==> config.mk <==
export PLATFORM = sky130hd
export DESIGN_NAME = hazard_ctrl
export DESIGN_NICKNAME = d
export VERILOG_FILES = /design/src/rtl/core_pkg.sv /design/src/rtl/sat_counter.sv /design/src/rtl/hazard_ctrl.sv
export SDC_FILE = /design/constraint.sdc
export NUM_CORES = 1
export LEC_CHECK = 0
export CELL_PAD_IN_SITES_DETAIL_PLACEMENT = 1
export CELL_PAD_IN_SITES_GLOBAL_PLACEMENT = 1
export CORE_MARGIN = 5
export CORE_UTILIZATION = 51
export DETAILED_ROUTE_END_ITERATION = 16
export DONT_BUFFER_PORTS = 1
export PLACE_DENSITY = 0.88
export SKIP_LAST_GASP = 1
export SLEW_MARGIN = 15
export SYNTH_ARGS = -nofsm -noshare
export SYNTH_HDL_FRONTEND = slang
export SYNTH_HIERARCHICAL = 1
export SYNTH_SLANG_ARGS = --single-unit
export TNS_END_PERCENT = 5
==> constraint.sdc <==
create_clock -name clk -period 4.7 [get_ports clk]
set_input_delay 0.94 -clock clk [delete_from_list [all_inputs] [get_ports clk]]
set_output_delay 0.94 -clock clk [all_outputs]
set_load 0.005 [all_outputs]
==> src/rtl/core_pkg.sv <==
// Shared definitions for the pipeline hazard controller.
//   hz_state_t : redirect/freeze state encoding
//   REG_W      : default register-index width
//   X0         : index of the hard-wired zero register
package core_pkg;

  typedef enum logic [1:0] {
    RUN         = 2'd0,
    FREEZE      = 2'd1,
    FREEZE_PEND = 2'd2
  } hz_state_t;

  localparam int REG_W = 5;
  localparam int X0    = 0;

endpackage

==> src/rtl/sat_counter.sv <==
// Saturating up-counter with synchronous clear.
// Ports:
//   clk, rst_n : clock, asynchronous active-low reset
//   i_inc      : count up by one (ignored once at MAX)
//   i_clear    : synchronous clear, wins over i_inc
//   o_count    : current count
//   o_sat      : count equals MAX
module sat_counter
  import core_pkg::*;
#(
  parameter int               WIDTH = 8,
  parameter logic [WIDTH-1:0] MAX   = '1
) (
  input  logic             clk,
  input  logic             rst_n,
  input  logic             i_inc,
  input  logic             i_clear,
  output logic [WIDTH-1:0] o_count,
  output logic             o_sat
);

  logic [WIDTH-1:0] r_count;

  always_ff @(posedge clk or negedge rst_n) begin
    if (!rst_n) begin
      r_count <= '0;
    end else if (i_clear) begin
      r_count <= '0;
    end else if (i_inc && (r_count != MAX)) begin
      r_count <= r_count + WIDTH'(1);
    end
  end

  assign o_count = r_count;
  assign o_sat   = (r_count == MAX);

endmodule

==> src/rtl/hazard_ctrl.sv <==
// Pipeline hazard controller: load-use stalls, branch redirect flushes and
// whole-pipe freeze during multi-cycle data-memory accesses. A redirect that
// arrives while memory is busy is remembered and issued on release.
// Ports:
//   clk, rst_n                  : clock, asynchronous active-low reset
//   idex_mem_read, idex_rd      : load flag / destination of the EX instruction
//   ifid_rs1/rs2, ifid_uses_*   : source registers of the ID instruction
//   ex_branch_taken             : one-cycle redirect pulse from EX
//   dmem_busy                   : data memory not ready
//   stall, id_flush             : ID/EX bubble qualifiers
//   if_flush                    : clear IF/ID
//   pc_write, ifid_write        : PC and IF/ID enables
//   pipe_freeze                 : hold ID/EX, EX/MEM, MEM/WB
//   mem_timeout                 : sticky busy-too-long error
//   stall_count                 : saturating count of stalled cycles
//
// State table:
//   RUN         | no freeze in progress
//   FREEZE      | memory busy, no redirect owed
//   FREEZE_PEND | memory busy, redirect owed on release
module hazard_ctrl
  import core_pkg::*;
#(
  parameter int REG_W       = core_pkg::REG_W,
  parameter int TIMEOUT_CYC = 1024,
  parameter int CNT_W       = 32
) (
  input  logic             clk,
  input  logic             rst_n,
  input  logic             idex_mem_read,
  input  logic [REG_W-1:0] idex_rd,
  input  logic [REG_W-1:0] ifid_rs1,
  input  logic [REG_W-1:0] ifid_rs2,
  input  logic             ifid_uses_rs1,
  input  logic             ifid_uses_rs2,
  input  logic             ex_branch_taken,
  input  logic             dmem_busy,
  output logic             stall,
  output logic             id_flush,
  output logic             if_flush,
  output logic             pc_write,
  output logic             ifid_write,
  output logic             pipe_freeze,
  output logic             mem_timeout,
  output logic [CNT_W-1:0] stall_count
);

  localparam int                BUSY_W    = $clog2(TIMEOUT_CYC + 1);
  localparam logic [BUSY_W-1:0] BUSY_MAX  = BUSY_W'(TIMEOUT_CYC);
  localparam logic [BUSY_W-1:0] BUSY_LAST = BUSY_W'(TIMEOUT_CYC - 1);

  hz_state_t         r_st;
  hz_state_t         w_st_nxt;
  logic              r_mem_timeout;
  logic              w_lu;
  logic              w_redirect;
  logic [BUSY_W-1:0] w_busy_cnt;
  logic              w_busy_sat;
  logic              w_stall_sat;

  assign w_lu = idex_mem_read && (idex_rd != REG_W'(X0)) &&
                ((ifid_uses_rs1 && (ifid_rs1 == idex_rd)) ||
                 (ifid_uses_rs2 && (ifid_rs2 == idex_rd)));

  // A fresh branch in the release cycle of FREEZE_PEND folds into the same redirect.
  assign w_redirect = ex_branch_taken || (r_st == FREEZE_PEND);

  always_ff @(posedge clk or negedge rst_n) begin
    if (!rst_n) begin
      r_st <= RUN;
    end else begin
      r_st <= w_st_nxt;
    end
  end

  always_comb begin
    w_st_nxt    = RUN;
    stall       = 1'b0;
    id_flush    = 1'b0;
    if_flush    = 1'b0;
    pc_write    = 1'b0;
    ifid_write  = 1'b0;
    pipe_freeze = 1'b0;

    case (r_st)
      RUN, FREEZE: begin
        if (dmem_busy && ex_branch_taken) w_st_nxt = FREEZE_PEND;
        else if (dmem_busy)               w_st_nxt = FREEZE;
        else                              w_st_nxt = RUN;
      end
      FREEZE_PEND: w_st_nxt = dmem_busy ? FREEZE_PEND : RUN;
      default:     w_st_nxt = RUN;
    endcase

    if (rst_n) begin
      if (dmem_busy) begin
        pipe_freeze = 1'b1;
        stall       = 1'b1;
      end else if (w_redirect) begin
        // ID holds a wrong-path instruction, so any load-use match is moot.
        if_flush   = 1'b1;
        id_flush   = 1'b1;
        pc_write   = 1'b1;
        ifid_write = 1'b1;
      end else if (w_lu) begin
        stall = 1'b1;
      end else begin
        pc_write   = 1'b1;
        ifid_write = 1'b1;
      end
    end
  end

  sat_counter #(
    .WIDTH (BUSY_W),
    .MAX   (BUSY_MAX)
  ) u_busy_cnt (
    .clk     (clk),
    .rst_n   (rst_n),
    .i_inc   (dmem_busy),
    .i_clear (!dmem_busy),
    .o_count (w_busy_cnt),
    .o_sat   (w_busy_sat)
  );

  // Set on the edge that completes TIMEOUT_CYC consecutive busy cycles.
  always_ff @(posedge clk or negedge rst_n) begin
    if (!rst_n) begin
      r_mem_timeout <= 1'b0;
    end else if (dmem_busy && ((w_busy_cnt == BUSY_LAST) || w_busy_sat)) begin
      r_mem_timeout <= 1'b1;
    end
  end

  assign mem_timeout = r_mem_timeout;

  sat_counter #(
    .WIDTH (CNT_W),
    .MAX   ({CNT_W{1'b1}})
  ) u_stall_cnt (
    .clk     (clk),
    .rst_n   (rst_n),
    .i_inc   (stall && !w_stall_sat),
    .i_clear (1'b0),
    .o_count (stall_count),
    .o_sat   (w_stall_sat)
  );

endmodule

==> impl_metrics.ini <==
[logic_synthesis]
ys_types = 49
synth_nets = 327
synth_warnings = 6
yosysSeqAreaShare = 0.414
async_flop_share = 1.00
synthFlopType = dfrtp_1
synth_seq_cells = 46
synthCells = 302
synth_edf_count = 0
syn_area_um2 = 2780
synth.avg_cell_area_um2 = 9.20

[clock_tree]
post_cts_buffers = 0
tritoncts = yes
cts_root_buf = clkbuf_8
clockBufferDepth = 2
hold_buffers = 0
ctsResizeCount = 0
clock_sinks = 46
htreeDepth = 2
clock_latency_ns = 0.30
clkSlewWorstSetupHoldPaths_ns = 0.08
cts_made_buffers = 5

[global_route]
grt-ovfl-total = 0
met1_usage = 0.244
grt_max_degree = 51
grt_pass1_wl_um = 12300
first_global_vias = 2503
grt_usage = 0.212
antenna_found_initial = 0
grt.busiest_layer = met2
use_met2 = 0.382
use_met3 = 0.0523

[timing]
tightest_slew_ns = 0.641
relSlewSlack = 0.569
rsz0062_at_grt = no
worst_hold_slack_ns = 0.327
finalClockSkew_ns = 0.00591
fmax_ghz = 0.313
slew_violations = 0
finalHoldViolCount = 0
finalCritPeriodShare = 0.681
fin_crit_ns = 3.20
totalNegativeSetupSlack_ns = 0
setup-violations-final = 0

[die]
die_height_um = 83.8
rows = 26
start_util = 0.534
dieWidth_um = 83.8
core_area_um2 = 5200
ios = 61
die_area_um2 = 7020

[final_layout]
final_cells = 369
antenna_cells = 0
fin_nets = 323
layout-drive-gt1-share = 0.0870
final_util = 0.559
syn_to_final_growth_pct = 4.64

[pwr]
swShare = 0.232
seqPwrFrac = 0.584
p_int_mw = 0.534
power.total_mw = 0.696
switchingPower_mw = 0.162
leakagePower_nw = 1.12
irDropWorstVdd_mv = 0.140
powerDensity_nw_per_um2 = 239
p_comb_frac = 0.056
p_clk_frac = 0.360

[detailed_routing]
remaining_drc_errors = 0
vias = 2386
drt_iter0_markers = 77
vias_per_cell = 6.47
ant_nets = 0
dr.pass1.iters = 4
wl_per_cell_um = 19.8
drt-total-wl_um = 7300

[worst_setup_path]
r2r_cells = 10
path_cells = nand4_1, or4_1, nor4_1, nand2b_1, o32ai_2, nand2_1, nor2_1, o31ai_4, nor4_1, mux2_2
crit_end = u_stall_cnt/o_count[13]
reg2reg_slack_ns = 1.50
r2r-start = u_stall_cnt/o_count[11]
worst-path-buf-inv = 0
cp.arrival_ns = 3.38
cpMostUsedCell = nor4_1
critPathLaunchType = flip-flop
critPathCaptureType = flip-flop
cp-startpoint = u_stall_cnt/o_count[11]
crit_family = simple AND/OR/NAND/NOR gates
cpMaxStageDelayCell = or4_1
crit_cells = 10
crit_fanout = 15
criticalPathCategory = reg -> reg
r2r_end = u_stall_cnt/o_count[13]
cp.required_ns = 4.89
cp_slowest_stage_delay_ns = 0.63

[placement]
port_buffers = 0
hpwl_um = 5340
place_congestion = 0.806
place_inst = 361

[flow_run]
maxCapViolations = 0

[min_path]
hold_class = in -> async

[run_status]
outcome = finished, final reports clean
layer usage:
layer / share of wire / vias to the layer above
met2: 0.54 / 31
met3: 0.035 / 12
met1: 0.41 / 1219
li1: - / 1124
met5: 0 / -
met4: 0.020 / 0
power by group through the flow:
stage / clock network (mW) / logic (mW) / registers (mW)
global route: 0.283 / 0.0438 / 0.407
floorplan: 0 / 0.0328 / 0.413
detailed placement: 0 / 0.0375 / 0.414
CTS: 0.262 / 0.0378 / 0.406
finish: 0.251 / 0.0387 / 0.406
global placement: 0 / 0.0354 / 0.414
final cells by class:
class                      instances  area [um2]
inverter                           9        33.8
clock buffer                       7        86.3
fill                             615        2300
multi-input combinational        235        1540
tap                               70        87.6
clock inverter                     1        5.00
timing repair buffer               1        7.51
sequential                        46        1150
synth_stat cells (all sizes together), types with 3 or more instances:
| cell | count | area share |
|---|---|---|
| o21ai | 17 | 0.031 |
| nor3 | 6 | 0.011 |
| o31ai | 10 | 0.032 |
| a21oi | 24 | 0.043 |
| buf | 5 | 0.011 |
| mux2 | 5 | 0.020 |
| and4 | 6 | 0.019 |
| inv | 9 | 0.012 |
| or3 | 16 | 0.038 |
| xor2 | 13 | 0.041 |
| nor2 | 24 | 0.032 |
| dfrtp | 46 | 0.41 |
| xnor2 | 7 | 0.022 |
| ha | 3 | 0.014 |
| or4 | 12 | 0.034 |
| nand3 | 14 | 0.027 |
| nand2b | 3 | 0.0068 |
| clkbuf | 7 | 0.0099 |
| nand4 | 17 | 0.046 |
| nor2b | 4 | 0.0090 |
| nor4 | 9 | 0.020 |
| nand2 | 21 | 0.028 |
sequential cells by signal, indices dropped and copies added (netlist names):
register,flops
u_stall_cnt/o_count,32
r_st,2
u_busy_cnt/o_count,11
mem_timeout,1
cells by family (layout without fill, tap and decap cells):
| logic type | Yosys count | count (layout) | synth area share |
|---|---|---|---|
| buffers and inverters | 21 | 18 | 0.0329 |
| adder cells (fa/ha/maj) | 3 | 3 | 0.0135 |
| AO/OA/AOI/OAI | 66 | 66 | 0.154 |
| multiplexers | 7 | 7 | 0.0275 |
| AND/OR/NAND/NOR | 138 | 138 | 0.294 |
| flip-flops | 46 | 46 | 0.414 |
| XOR/XNOR | 20 | 20 | 0.0630 |
| other | 1 | 1 | 0.00135 |
through the flow:
stage | worst slack (ns) | cell area (um2)
floorplan | 1.54 | 2780
global placement | 1.36 | 2820
detailed placement | 1.20 | 2820
CTS | 1.49 | 2910
global route | 1.32 | 2910
finish | 1.50 | 2910
worst min path at each step:
| stage | start | end | cells past startpoint |
|---|---|---|---|
| 2_1_floorplan | r_st[0] | r_st[1] | 1 |
| 3_3_place_gp | r_st[0] | r_st[1] | 1 |
| 3_5_place_dp | r_st[0] | r_st[1] | 1 |
| 4_1_cts | rst_n | u_stall_cnt/o_count[15] | 0 |
| 5_1_grt | rst_n | u_busy_cnt/o_count[6] | 0 |
| 6_report | rst_n | u_stall_cnt/o_count[15] | 0 |
cell usage in the layout (no fill, tap or decap), types with 2 or more instances in the layout:
cell type / Yosys / layout
o21ai_0: 17 / 17
nand2_1: 21 / 21
nand3_1: 13 / 13
o31ai_1: 9 / 9
and2_1: 2 / 2
xnor2_1: 7 / 7
nor4_1: 9 / 9
or3_1: 14 / 14
nor2b_1: 4 / 4
o21ba_2: 2 / 2
xor2_1: 13 / 13
a41oi_1: 2 / 2
ha_1: 3 / 3
nand2b_1: 3 / 3
and4_1: 6 / 6
nand4_1: 15 / 15
or4_1: 11 / 11
nor3_1: 6 / 6
nor2_1: 24 / 24
mux2_2: 5 / 5
inv_1: 9 / 9
mux2i_1: 2 / 2
clkbuf_8: 0 / 6
a211oi_1: 2 / 2
a21oi_1: 24 / 24
dfrtp_1: 46 / 46
a2111oi_0: 2 / 2
Power figures use the tool's default switching activity.
